[config.mk]
export PLATFORM = sky130hd
export DESIGN_NAME = banner_rotator
export DESIGN_NICKNAME = d
export VERILOG_FILES = /design/src/rtl/banner_pkg.sv /design/src/rtl/tick_gen.sv /design/src/rtl/banner_rotator.sv
export SDC_FILE = /design/constraint.sdc
export NUM_CORES = 1
export LEC_CHECK = 0
export CAP_MARGIN = 30
export CORE_ASPECT_RATIO = 0.75
export CORE_MARGIN = 2
export CORE_UTILIZATION = 40
export DETAILED_ROUTE_END_ITERATION = 16
export PLACE_DENSITY = 0.6
export SLEW_MARGIN = 20
export SYNTH_ARGS = -nofsm -noshare
export SYNTH_HDL_FRONTEND = slang
export SYNTH_SLANG_ARGS = --single-unit
export TNS_END_PERCENT = 10
[constraint.sdc]
create_clock -name clk -period 3.2 [get_ports clk]
set_input_delay 0.64 -clock clk [delete_from_list [all_inputs] [get_ports clk]]
set_output_delay 0.64 -clock clk [all_outputs]
set_load 0.02 [all_outputs]
[src/rtl/banner_pkg.sv]
// Shared mode encodings for the banner rotator.
// Reserved encoding 3 behaves as ROTATE.
package banner_pkg;
  localparam logic [1:0] MODE_ROTATE  = 2'd0;
  localparam logic [1:0] MODE_BOUNCE  = 2'd1;
  localparam logic [1:0] MODE_ONESHOT = 2'd2;
  localparam logic [1:0] MODE_RSVD    = 2'd3;
endpackage

[src/rtl/tick_gen.sv]
// Step-rate prescaler: tick is combinational, high on the enabled cycle where count == div.
// A count left above a newly lowered div wraps to 0 without a tick.
module tick_gen #(
  parameter int PRESC_W = 27
) (
  input  logic               clk,
  input  logic               rst_n,
  input  logic               en,
  input  logic               clr,
  input  logic [PRESC_W-1:0] div,
  output logic               tick
);
  logic [PRESC_W-1:0] cnt;

  assign tick = en && !clr && (cnt == div);

  always_ff @(posedge clk or negedge rst_n) begin
    if (!rst_n) begin
      cnt <= '0;
    end else if (clr) begin
      cnt <= '0;
    end else if (en) begin
      if (cnt >= div) cnt <= '0;
      else            cnt <= cnt + PRESC_W'(1);
    end
  end
endmodule

[src/rtl/banner_rotator.sv]
// Scrolling banner: pos steps on prescaler ticks per mode; window is a registered view lagging pos by one cycle.
// step pulses in the cycle pos shows its new value; load overrides any coincident tick.
module banner_rotator
  import banner_pkg::*;
#(
  parameter int N_SYMB   = 10,
  parameter int N_DIGITS = 8,
  parameter int DIG_W    = 4,
  parameter int PRESC_W  = 27
) (
  input  logic                        clk,
  input  logic                        rst_n,
  input  logic                        en,
  input  logic                        dir,
  input  logic [1:0]                  mode,
  input  logic [PRESC_W-1:0]          step_div,
  input  logic                        load,
  input  logic [N_SYMB*DIG_W-1:0]     banner_in,
  output logic [N_DIGITS*DIG_W-1:0]   window,
  output logic [$clog2(N_SYMB)-1:0]   pos,
  output logic                        step,
  output logic                        done
);
  localparam int POS_W = $clog2(N_SYMB);
  localparam logic [POS_W-1:0] LAST    = POS_W'(N_SYMB - 1);
  localparam logic [POS_W-1:0] END_POS = POS_W'(N_SYMB - N_DIGITS);
  localparam logic [POS_W-1:0] END_M1  = POS_W'(N_SYMB - N_DIGITS - 1);

  logic [N_SYMB*DIG_W-1:0] banner;
  logic                    bdir;
  logic                    tick;

  tick_gen #(.PRESC_W(PRESC_W)) u_tick (
    .clk   (clk),
    .rst_n (rst_n),
    .en    (en),
    .clr   (load),
    .div   (step_div),
    .tick  (tick)
  );

  always_ff @(posedge clk or negedge rst_n) begin
    if (!rst_n) begin
      banner <= '0;
      pos    <= '0;
      bdir   <= 1'b0;
      done   <= 1'b0;
      step   <= 1'b0;
    end else begin
      step <= 1'b0;
      if (load) begin
        banner <= banner_in;
        pos    <= '0;
        bdir   <= 1'b0;
        done   <= 1'b0;
      end else if (tick) begin
        case (mode)
          MODE_BOUNCE: begin
            done <= 1'b0;
            step <= 1'b1;
            // Arriving from another mode beyond the bounce range: clamp and head back down.
            if (pos > END_POS) begin
              pos  <= END_POS;
              bdir <= 1'b1;
            end else if (!bdir) begin
              if (pos == END_POS) begin
                pos  <= pos - POS_W'(1);
                bdir <= 1'b1;
              end else begin
                pos <= pos + POS_W'(1);
              end
            end else begin
              if (pos == '0) begin
                pos  <= POS_W'(1);
                bdir <= 1'b0;
              end else begin
                pos <= pos - POS_W'(1);
              end
            end
          end
          MODE_ONESHOT: begin
            if (!done) begin
              if (pos >= END_POS) begin
                done <= 1'b1;
              end else begin
                pos  <= pos + POS_W'(1);
                step <= 1'b1;
                if (pos == END_M1) done <= 1'b1;
              end
            end
          end
          default: begin
            done <= 1'b0;
            step <= 1'b1;
            if (dir) pos <= (pos == '0)  ? LAST : pos - POS_W'(1);
            else     pos <= (pos == LAST) ? '0  : pos + POS_W'(1);
          end
        endcase
      end
    end
  end

  logic [DIG_W-1:0] sym [N_SYMB];

  for (genvar i = 0; i < N_SYMB; i++) begin : g_sym
    assign sym[i] = banner[i*DIG_W +: DIG_W];
  end

  for (genvar k = 0; k < N_DIGITS; k++) begin : g_win
    localparam logic [POS_W-1:0] OFS   = POS_W'(k);
    localparam logic [POS_W-1:0] SPLIT = POS_W'(N_SYMB - k);
    logic [POS_W-1:0] idx;
    logic [DIG_W-1:0] dig_q;

    // (pos+k) mod N_SYMB without widening: subtract the complement once pos passes the split point.
    assign idx = (pos >= SPLIT) ? pos - SPLIT : pos + OFS;

    always_ff @(posedge clk or negedge rst_n) begin
      if (!rst_n) dig_q <= '0;
      else        dig_q <= sym[idx];
    end

    assign window[k*DIG_W +: DIG_W] = dig_q;
  end
endmodule
**After elaboration in Yosys (flattened, before gate mapping)**

Index checks and enable logic that the tools add are counted.

- Flip-flop bits (word level): 106
- Input bits: 74
- Output and inout port bits: 38

- Bitwise logic cells: 8
- Mux-type cells: 65
- Equality and inequality tests: 8
- Magnitude comparators: 19
- $add $sub $neg: 17
- Reduce and logical (&&, ||, !) cells: 9

Operators with widths:

| operator | number |
|---|---|
| $mux W4 | 35 |
| $bmux W4 S4 | 8 |
| $mux W27 | 3 |
| $ge A5 B5 Y1 const B | 8 |
| $not A4 Y5 | 8 |
| $add A27 B1 Y27 const B | 1 |
| $eq A27 B27 Y1 | 1 |
| $ge A27 B27 Y1 | 1 |
| $mux W1 | 18 |
| $add A4 B3 Y4 const B | 4 |
| $ge A4 B3 Y1 const B | 4 |
| $sub A4 B3 Y4 const B | 4 |
| $ge A4 B4 Y1 const B | 3 |
| $sub A4 B4 Y4 const B | 3 |
| $add A4 B2 Y4 const B | 2 |
| $ge A4 B2 Y1 const B | 2 |
| $pmux W4 S2 | 1 |
| $ne A3 B3 Y1 const B | 2 |
| $reduce_bool A2 Y1 | 3 |
| $add A4 B1 Y4 const B | 1 |
| $eq A4 B1 Y1 const B | 1 |
| $eq A4 B2 Y1 const B | 1 |
| $eq A4 B4 Y1 const B | 1 |
| $gt A4 B2 Y1 const B | 1 |
| 9 further kinds | 10 |

**Logic depth before layout (Yosys ltp)**

Gate-level depths: netlist of run 1.

- Depth after elaboration: 7
- Gate-level depth with buffers: 11
- Depth with buffers taken out: 8

**Modules after synthesis**

From an unflattened synthesis of run 1, not the netlist that was laid out.

- Cell total of the unflattened synthesis: 872
- Area, all modules: 8212.9 um2

Modules (own cells, without submodules):

| module | instances | sequential area each (um2) | cells each | area an instance (um2) |
|---|---|---|---|---|
| banner_rotator | 1 | 1976.9 | 597 | 5936.9 |
| tick_gen | 1 | 675.6 | 275 | 2275.9 |

**Worst setup path after synthesis of run 1**

No wires, ideal clock.

- Path kind: reg2reg
- Start: reg pos[0]
- End: reg g_win[3].dig_q[2]
- Clock period less this slack: 2.871 ns
- Buffers on the path: 3
- Setup slack: 0.329 ns
- Cell stages (with the launch flop): 9
- Data arrival time: 2.787 ns
- Setup time: 0.084 ns
- Cell sequence: dfrtp_1 buf_2 inv_2 buf_2 ha_1 clkbuf_1 xnor2_1 mux4_2 o22ai_1

- Word-level cells in the longest chain between the ends: 6

Ends and longest elaborated chain:

| item | RTL line | text |
|---|---|---|
| from (decl) | banner_rotator.sv:20 | `output logic [$clog2(N_SYMB)-1:0] pos,` |
| from (signal assigned) | banner_rotator.sv:67 | `pos <= pos - POS_W'(1);` |
| from (signal assigned) | banner_rotator.sv:70 | `pos <= pos + POS_W'(1);` |
| from (signal assigned) | banner_rotator.sv:77 | `pos <= pos - POS_W'(1);` |
| $add A4 B2 Y4, or another cell as far along | banner_rotator.sv:116 | `assign idx = (pos >= SPLIT) ? pos - SPLIT : pos + OFS;` |
| $mux W4 * | banner_rotator.sv:116 |  |
| $not A4 Y5 (implied by the code) * | banner_rotator.sv:120 | `else dig_q <= sym[idx];` |
| $bmux W4 S4 * | banner_rotator.sv:120 |  |
| $mux W4 (implied by the code) * (2 in a row) | banner_rotator.sv:120 |  |
| to (signal assigned) | banner_rotator.sv:120 |  |
| to (decl) | banner_rotator.sv:113 | `logic [DIG_W-1:0] dig_q;` |

Mark *: on every way between the ends. The rest lies on a longest branch, timed or not. The select of a mux whose other input is x is not followed.
A chain may end at the register's enable or synchronous reset.

**Worst setup path after layout of run 1**

- Start: reg pos[0]
- End: reg g_win[6].dig_q[1]

- Word-level cells in the longest chain between the ends: 6

Ends and longest elaborated chain:

| item | RTL line |
|---|---|
| $add A4 B3 Y4, or another cell as far along | banner_rotator.sv:116 |
| $mux W4 * | banner_rotator.sv:116 |
| $not A4 Y5 (implied by the code) * | banner_rotator.sv:120 |
| $bmux W4 S4 * | banner_rotator.sv:120 |
| $mux W4 (implied by the code) * (2 in a row) | banner_rotator.sv:120 |
| to (signal assigned) | banner_rotator.sv:120 |
| to (decl) | banner_rotator.sv:113 |

Marks and branches as above.

==> summary.md, run 1 <==
Measured along the y axis, the die boundary spans 127.1 um. The relative area change from synthesis to final layout was 22.62%. Registers are responsible for 45.5% of the overall power. The internal portion of the total power is 2.351 mW.

No sink is reached through more buffers than the 2 on the longest clock path. The arrival time reported for the critical path endpoint is 3150 ps, and the clock latency of the later-clocked register in the worst-skew pair is 370 ps. The tools report the type of element capturing the critical path as a flip-flop. The die is 168.2 um wide. The via count of the first global-routing pass was 6568; the number of synthesized flops with an enable pin was 0.

In this run the count of I/O pins placed on the die edge is 112. The number of antenna cells inserted was 0; the synthesized flop and latch total was 106. Across all register-to-register paths, the minimum setup slack is 250 ps. Buffer count from post-CTS setup fixing: 0.

Max-cap violations in this run came to 0. The maximum achievable frequency is 0.3388 GHz. Measured against its own limit, the worst slew margin works out to 48.83%. The detail route stage leaves a number of antenna-violating nets equal to 0. The layout net count is 1015, and the netlist area before placement is 0.008088 mm2. The overall power of the completed layout is 3.360 mW. VDD sags by at most 0.2212 mV.

In this run the worst path has a maximum fanout of 38. The run finished with clean final reports. The tools report the DRC violation total after the first TritonRoute iteration as 643. Global routing used 22.01% of the available tracks. The setup path with the least slack is of type flip-flop to flip-flop. For the pin with the worst max-slew slack, the measured transition is 762.1 ps. For this design the total switching power over the nets is 1.009 mW. Counting cells, the worst reg-to-reg path comes to 7.

The first global-routing pass estimated 37080 um of wire. The cell row count came out at 45. The worst register-to-register path begins at pos[0].

The number of hold buffers added after CTS was 0. Dividing the detail-routed wire length by the instance count gives 19.77 um. In this run switching power makes up 30.03% of total power. The die footprint was 0.02138 mm2. The floorplan core area was 0.02004 mm2; the detailed-routing iteration count for the pre-antenna-repair pass was 5.

Synthesis instantiated 67 different standard cells from the library. Buffers inserted during clock tree synthesis total 9. The Yosys step of the flow raised 0 warnings. Setup repair after global routing left no endpoint under its margin. Data on the critical path is required at its endpoint by 3400 ps.

The tools report the total half-perimeter wirelength after legalization and detailed placement as 16950 um. Leaving out fill and tap cells, the most frequent cell in the layout is clkdlybuf4s50_1. The logs give 0 for the final setup violation count and 0.8452 for the placer congestion estimate.

For the synthesized netlist net count, the log shows 901. The tools report the number of pins exceeding their max-slew limit in the final report as 0. Averaged over all synthesized cells, the footprint is 10.33 um2. For this run, asynchronously set or reset flops after synthesis account for 100.0%. The most used flip-flop cell after synthesis is dfrtp_1. The library cells used most frequently in the layout, excluding fill and tap cells, are 109 x clkdlybuf4s50_1, 105 x dfrtp_1, 60 x mux2i_1. For this design, the sink count on the clock tree is 106. The share of layout cells above drive strength 1 was 19.07%; the number of gates given a new drive strength after cts was 0. The number of levels the H-tree was split into was 3. Of the total power, the clock network draws 35.3%. The time the final worst path needs with I/O delays and setup is 2951 ps, and the count of buffers from port buffering is 111.

Entering global routing, the biggest net connects 54 pins. The via-per-instance ratio was 5.922. TritonCTS built the clock tree. Power spread over the standard cell area amounts to 338.8 mW/mm2. In the routed design, unresolved DRC markers number 0. The share of total power dissipated in combinational logic is 19.2%.

Capture point of the worst reg-to-reg path: g_win[6].dig_q[1]. The register area share after synthesis was 32.80%; the number of failing hold endpoints at the final stage was 0. The initial utilization of the core area, before any placement, comes to 40.35%. Adding up every negative setup slack in the final design gives 0 ps. Tracing the worst setup path back leads to its startpoint at pos[0]. The tools report the capture point of the worst path as g_win[6].dig_q[1]. Clock skew on the completed layout was measured at 10.86 ps. For the number of standard cells after synthesis, the log shows 783. The total routed wirelength is 22930 um, and the post-route fraction of the period consumed by the critical path is 92.23%.

STA classifies the critical path startpoint as a flip-flop. The path class of the tightest hold or removal check is input pin to async pin. After global routing the overflow that remains totals 0. The tools report the leakage power total as 3.871 nW. For this block, the via count after detailed routing is 6870.

The initial antenna violation count was 0; the post-CTS clock slew at the launch and capture registers of the worst setup and hold paths was 80 ps. Clock tree root driver cell: clkbuf_16.
==> layout make-up <==
class                      count  area (um2)
fill                        1855       10130
multi-input combinational    579        5030
tap                          258       322.8
clock buffer                   9       225.2
sequential                   106        2654
timing repair buffer         145        1384
clock inverter                 7       91.34
inverter                      56       210.2
==> worst min-delay path by stage <==
stage	start	to	slack, ps	cells after the start
2_1_floorplan	rst_n	banner[0]	340	0
3_3_place_gp	banner[34]	banner[34]	550	1
3_5_place_dp	banner[33]	banner[33]	550	1
4_1_cts	rst_n	pos[0]	330	1
5_1_grt	rst_n	pos[0]	350	1
6_report	rst_n	pos[0]	310	1
==> state kept, by name, summed over array words and instances, names as in the netlist <==
| name | cells |
|---|---|
| done | 1 |
| step | 1 |
| bdir | 1 |
| pos | 4 |
| banner | 40 |
| g_win.dig_q | 32 |
| u_tick.cnt | 27 |
==> worst max-delay path: stages, from the launching register on <==
cell	delay (ps)
dfrtp_2	510
buf_4	550
nor2b_1	170
a21bo_2	280
xnor2_2	490
mux4_2	400
mux2i_1	230
o22ai_1	150
==> stage by stage <==
stage                     util [%]  cells  instance area [um2]  hold slack [ps]  setup slack [ps]
final                        49.48   1160                 9917            307.2             248.6
after detailed placement     47.90   1144                 9600            551.7             40.91
after global placement       47.90   1144                 9600            545.6             114.4
after global routing         49.48   1160                 9917            351.5             72.40
after floorplan                  -    783                 8088            344.4             329.4
after CTS                    49.48   1160                 9917            331.3             249.0
==> kinds of logic (layout without fill, tap and decap cells) <==
logic type / Yosys count / after routing / synth area share (%)
buffers and inverters: 98 / 217 / 5.012
flip-flops: 106 / 106 / 32.80
XOR/XNOR: 15 / 15 / 1.996
multiplexers: 154 / 154 / 26.01
AND/OR/NAND/NOR: 185 / 185 / 12.24
adder cells (fa/ha/maj): 44 / 44 / 6.807
AO/OA/AOI/OAI: 181 / 181 / 15.15
==> cell usage after synthesis, types with 3 or more instances <==
master,instances,area [um2]
a21boi_0,7,52.55
a21o_1,3,22.52
a21oi_1,33,165.2
a21oi_2,3,26.28
a31oi_1,31,193.9
and2_1,8,50.05
and3_1,8,50.05
and4_1,5,43.79
buf_1,5,18.77
buf_2,18,90.09
clkbuf_1,17,63.81
clkinv_1,3,11.26
dfrtp_1,106,2653
ha_1,44,550.5
inv_1,50,187.7
inv_2,3,11.26
mux2_2,53,596.8
mux2i_1,60,600.6
mux4_2,38,855.8
nand2_1,46,172.7
nand2b_1,9,56.30
nand3_1,26,130.1
nand3b_1,7,52.55
nand4_1,22,137.6
nor2_1,22,82.58
nor3_1,7,35.03
nor3b_1,3,22.52
nor4_1,3,18.77
o2111ai_1,5,43.79
o21ai_0,19,95.09
o21ai_1,5,25.02
o221ai_1,3,26.28
o22ai_1,24,150.1
o311ai_0,3,26.28
o32ai_1,18,157.7
or2_2,9,56.30
or3_1,6,37.54
xnor2_1,11,96.34
xnor2_2,3,48.80
==> routing by layer <==
metal / track usage [%] / part of all wire, % / up-vias / routed length [um]
met5: 0 / 0 / - / 0
met4: 4.462 / 1.0 / 0 / 230
met3: 3.470 / 7.4 / 17 / 1701
met2: 30.34 / 41 / 260 / 9345
met1: 35.87 / 51 / 3361 / 11660
li1: - / - / 3232 / -
==> power by group through the flow <==
stage / Sequential, mW / Clock, mW / Combinational, mW
final: 1.53 / 1.19 / 0.645
after global routing: 1.55 / 1.26 / 0.692
after CTS: 1.53 / 1.22 / 0.644
after detailed placement: 1.55 / 0 / 0.641
after global placement: 1.55 / 0 / 0.637
after floorplan: 1.57 / 0 / 0.293
Power figures use the tool's default switching activity.
==> run 2: changes to the inputs <==
- MAX_ROUTING_LAYER: default -> met4
==> summary.md, run 2 (synthesis results as in run 1) <==
The run finished with clean final reports. In the final routed layout, each cell accounts on average for 19.75 um. For the count of fill cells added during filler insertion, the log shows 1855.

The max-capacitance violation count is 0, and the worst-path maximum fanout is 38. For the total routed wirelength, the log shows 22910 um. The tightest min-delay check is of the input pin to async pin type. The floorplan step defined a die boundary enclosing 0.02138 mm2. The number of failing hold endpoints at the final stage was 0; the final antenna-violating net count was 0. The worst path meets setup with 252.4 ps of slack. The signal on the critical path passes through buf_4, nor2b_1, a21bo_2, xnor2_2, mux4_2, mux2i_1, o22ai_1. The worst path needs 2948 ps of the cycle, external delays included. The tools report the kind of start point of the critical path as a flip-flop. Most common library cell in the layout ignoring fill and taps: clkdlybuf4s50_1.

Static timing analysis puts the maximum clock frequency at 0.3393 GHz. Global routing consumed, on the met2 layer, 30.26% of the routing resources. The worst setup path category is flip-flop to flip-flop. The critical path depth works out to 7.

In the finished design, the share of the clock period the worst path needs comes to 92.11%. The critical path's slowest cell is buf_4. For this configuration, the core starts out at a cell density of 40.35%. met1 is the most crowded layer. Of the cells placed in the final design, the portion with a size suffix greater than 1 is 19.07%. The first global-routing pass estimated 37100 um of wire. The number of gates given a new drive strength after cts came out at 0.

The run gives 6908 as the vias after detailed routing. Top register by number of flip-flops: banner. Cell family with the largest share of critical-path delay: multiplexers.

The detailed-routing iteration count for the pre-antenna-repair pass came out at 5. The largest registers in the layout are banner (40), g_win.dig_q (32), u_tick.cnt (27). With fillers left out, the area of the finished cells amounts to 0.009917 mm2.

The number of antenna cells inserted is 0. In this run, CTS created clock tree buffers numbering 9. The total half-perimeter wirelength after legalization and detailed placement came out at 16950 um. The total area inside the core boundary comes to 0.02004 mm2. In this run the tightest slew margin relative to its limit is 49.40%. Number of buffer and inverter stages on the critical path: 1.

For the number of pins exceeding their max-slew limit in the final report, the log shows 0. The run gives 35.91% as the global-route met1 utilization. The delay contributed by the slowest stage of the critical path was 550 ps. After clock tree synthesis, the flow added hold-fix buffers numbering 0. The DRC violation total after the first TritonRoute iteration is 629. The logs give 3.871 nW for the leakage power total and 0.2240 mV for the maximum vdd ir drop. The via count of the first global-routing pass was 6572. The via-per-instance ratio came out at 5.955.

The register with the most flip-flops in the layout has 40 of them. Setup violations remaining at the end of the flow were counted as 0. Worst-case reg-to-reg path depth: 7. The tools report the cell row count as 45. STA classifies the critical path endpoint as a flip-flop. For this run the aggregate overflow at the end of global routing stands at 0.

Measured along the x axis, the die boundary spans 168.2 um. After clock tree synthesis, the setup repair step added 0 buffers. The final layout contains 1015 nets. Leaving out fill and tap cells, the most frequent cells in the layout are 109 x clkdlybuf4s50_1, 105 x dfrtp_1, 60 x mux2i_1. Clock-pin slew was measured on the worst setup and hold paths at 80 ps. The total routing resource utilization after global routing is 22.74%, and the maximum clock insertion buffer count is 2.

Before CTS, the worst setup slack after placement is 40.91 ps. The worst register-to-register path begins at pos[0]. The area growth from synthesis to layout is 22.62%. The placer congestion estimate is 0.8585, and the number of levels the H-tree was split into is 3. For the clock latency of the later-clocked register in the worst-skew pair, the log shows 370 ps. Counting every sink on the clock net gives 106. The largest net degree at the start of global routing is 54, and the initial antenna violation count is 0. Cells fill 49.48% of the core in the end. The clock tree root driver cell was clkbuf_16. At the worst endpoint, the arrival time is 3150 ps. The tools report the cell area after placement as 0.009600 mm2. Power spread over the standard cell area amounts to 339.1 mW/mm2. The die boundary height was 127.1 um; the sequential cell area was 0.002654 mm2. Setup repair after global routing left no endpoint under its margin. The required time reported for the critical path endpoint was 3400 ps.

TritonCTS built the clock tree. The global routing met3 resource utilization is 3.717%. The clock arrives with 11.10 ps of skew.

For this design the top-level I/O count stands at 112. Adding up every negative setup slack in the final design gives 0 ps. For the remaining routing DRC violations, the log shows 0. The critical path starts at pos[0]. The combined area of the multi-input logic cells came out at 0.005030 mm2.

For the pin with the worst max-slew slack, the measured transition is 753.6 ps. Port buffering added 111 buffers.
## run 2: cell counts in the layout (fill, tap and decap cells not counted)
No cell type changed its count.
## run 2: worst reg2reg max path: cells and delay by family (launching register included)
kind	cells	cell delay [ps]
mux	2	640
buf+inv	1	550
compound gates	2	420
simple gates	1	180
xor+xnor	1	490
flops	1	500
## run 2: metrics by stage
step	instances	power, mW	hold slack (ps)
after floorplan	783	1.866	344.4
after global placement	1144	2.189	545.6
after detailed placement	1144	2.195	551.7
after CTS	1160	3.396	331.3
after global routing	1160	3.498	350.1
final	1160	3.363	287.8
## run 2: cell type report
type | instances | share of cell area [%]
Sequential cell | 106 | 26.76
Inverter | 56 | 2.120
Clock inverter | 7 | 0.9210
Tap cell | 258 | 3.255
Timing Repair Buffer | 145 | 13.95
Clock buffer | 9 | 2.271
Multi-Input combinational cell | 579 | 50.72
## run 2: worst paths after layout
check                               endpoint  slack (ps)
setup / recovery           g_win[6].dig_q[1]         250
hold / removal                        pos[0]         290
setup reg to reg           g_win[6].dig_q[1]         250
hold reg to reg                   banner[34]         570
max in group asynchronous         banner[14]        2190
min in group clk                  banner[34]         570
## run 2: power by group
group          total, mW  switching (mW)  internal, mW  leakage (nW)
clock               1.19           0.616         0.571         0.154
sequential          1.53          0.0984          1.43          1.31
combinational      0.645           0.297         0.348          2.40
## run 2: routing by layer
layer | part of all wire [%] | wire length (um)
met5 | 0 | 0
met4 | 1.0 | 231
met3 | 7.2 | 1660
met2 | 41 | 9344
met1 | 51 | 11680
==> run 3: changes to the inputs <==
- clock period: 3.2 -> 3.8 ns (I/O delays scaled with it)
==> summary.md, run 3 (synthesis results as in run 1) <==
The library cells used most frequently in the layout, excluding fill and tap cells, are 109 x clkdlybuf4s50_1, 105 x dfrtp_1, 60 x mux2i_1. The layout net count is 997, and the share of layout cells above drive strength 1 is 17.42%. The logs give 46.0% for the sequential share of power and 0 for the final antenna-violating net count.

The tools report the number of levels the H-tree was split into as 3. In this run, the number of DRC markers left after iteration 0 of detailed routing was 621. The run gives 1142 as the non-filler instance count after layout.

Entering global routing, the biggest net connects 107 pins. The run gives 3.778 nW as the leakage power total. The number of antenna cells inserted is 0. The floorplan step set the die height to 127.1 um.

The hold slack came out at 464.1 ps. The smallest clock period supported by the final layout is computed as 3272 ps. The global route total overflow is 0, and the switching component of the power is 826.6 uW. The tools report the initial antenna violation count as 0.

Grouping stages by cell kind, the critical path spends the most delay in simple AND/OR/NAND/NOR gates. IR analysis of the VDD net gives a maximum drop of 0.2144 mV. At the worst endpoint, the arrival time is 3520 ps.

The detailed-routing iteration count for the pre-antenna-repair pass was 5; the number of hold buffers added after cts was 0. Worst setup path category: input pin to flip-flop. The tools report the number of gates given a new drive strength after cts as 0. The fraction of power spent switching nets was 29.54%; the least setup slack across all paths after layout was 528.2 ps. The floorplan die width is 168.2 um. The starting density of the core was 40.35%; the overall power of the completed layout was 2.798 mW.

The tools report the placer congestion estimate as 0.8609. Power spread over the standard cell area amounts to 286.4 mW/mm2. Count of buffers from port buffering: 111. The via count of the first global-routing pass is 6506. The clock reaches the later pin of the worst-skew pair after 370 ps. Clock-pin slew was measured on the worst setup and hold paths at 80 ps. TritonCTS built the clock tree. The tools report the die footprint as 0.02138 mm2. For the logic gate share of total power, the log shows 19.1%. Timing would allow up to 0.3056 GHz. Of all nets on the critical path, the largest fanout is 7. The run finished with clean final reports. The class of the worst hold path is input pin to async pin.

Setup repair after global routing left no endpoint under its margin. The delay contributed by the slowest stage of the critical path works out to 680 ps. The remaining routing DRC violations came out at 0. The slowest stage of the critical path is the nor4_1 cell.

The maximum clock insertion buffer count is 2. The cell row count is 45, and the number of flip-flops in the largest register is 40. The measured slew at the worst slew-check pin came out at 961.5 ps. Compared with the post-synthesis result, the final layout area differs by 20.79%. The first global-routing pass estimated 37190 um of wire.

The critical path goes through clkdlybuf4s50_1, inv_1, ha_1, nand4_1, nor4_1, nand2_1, nor4_4, o2111ai_1, o211a_1. After detailed routing, the average wire length per cell comes to 19.83 um. The top register by number of flip-flops is banner. Across all layers, the routed design uses 6834 vias. The number of sinks handled by clock tree synthesis is 106. The logs give 0 for the number of failing hold endpoints at the final stage and 34.8% for the portion of total power attributed to the clock network. After clock tree synthesis, the setup repair step added 0 buffers.

The tools report the tightest slew margin relative to the limit as 35.44%. The clock tree root driver cell was clkbuf_16. The tools report the post-route core utilization as 48.74%. For the max-capacitance violation count, the log shows 0. The total half-perimeter wirelength after legalization and detailed placement is 16670 um. The number of clock buffers added by TritonCTS is 9.

Counting tap cells, the placed design contains a total of 1126 instances. For the final setup violation count, the log shows 0. The worst setup timing slack at the placement stage was 221.9 ps; the post-route fraction of the period consumed by the critical path was 86.10%. The worst setup path is captured at a flip-flop.

The worst setup path is launched from an input pin. Number of buffer and inverter stages on the critical path: 2. In the global route stage, overall resource usage came out at 22.75%. Dividing the detail-routed via count by the number of cells gives 5.984. The floorplan core area is 0.02004 mm2.

After detailed placement, the total cell area comes to 0.009453 mm2. The run gives 22650 um as the total routed wirelength. The final non-filler cell area is 0.009769 mm2. For the required time reported for the critical path endpoint, the log shows 4050 ps. Across the routed clock network, the largest skew measured is 16.21 ps.

The internal power of the cells totals 1.972 mW. The library cell used most frequently in the layout, excluding fill and tap cells, is clkdlybuf4s50_1. The tools report the number of primary I/O pins as 112. The tools report the setup TNS after final layout as 0 ps. The tools report the number of pins exceeding their max-slew limit in the final report as 0. The largest registers in the layout are banner (40), g_win.dig_q (32), u_tick.cnt (27).
run 3: cell types whose count changed in the layout (fill, tap and decap cells not counted):
cell,change
buf_12,-1
inv_12,-1
clkinv_8,+1
buf_4,-17
run 3: power by group through the flow:
stage	Sequential, mW	Combinational, mW	Clock (mW)
global route	1.30	0.579	1.06
CTS	1.29	0.536	1.02
finish	1.29	0.536	0.975
floorplan	1.32	0.246	0
global placement	1.31	0.531	0
detailed placement	1.31	0.534	0
run 3: cell type report:
type                       instances  area (um2)
tap                              258       322.8
sequential                       106        2654
inverter                          56       210.2
timing repair buffer             127        1236
clock inverter                     7       91.34
fill                            1879       10270
multi-input combinational        579        5030
clock buffer                       9       225.2
run 3: worst paths after layout:
kind | cells past startpoint | from | slack, ps | to
setup / recovery | 9 | step_div[22] | 530 | pos[1]
hold / removal | 2 | rst_n | 460 | step
setup reg to reg | 8 | pos[0] | 840 | g_win[1].dig_q[3]
hold reg to reg | 1 | banner[33] | 570 | banner[33]
max in group asynchronous | 2 | rst_n | 2900 | banner[0]
min in group clk | 1 | banner[33] | 570 | banner[33]
run 3: worst register-to-register path: stages, from the launching register on:
cell and delay [ps]:
dfrtp_2 590, inv_2 130, ha_1 510, nand2b_1 230
a21oi_2 350, xor2_2 170, buf_4 190, mux4_2 500
o21ai_0 220
run 3: metal layers:
metal | share of wire [%] | track usage (%) | wire length, um
met1 | 52 | 36.29 | 11740
met2 | 40 | 30.04 | 9131
met3 | 7.1 | 3.563 | 1605
met4 | 0.76 | 4.412 | 172
met5 | 0 | - | 0
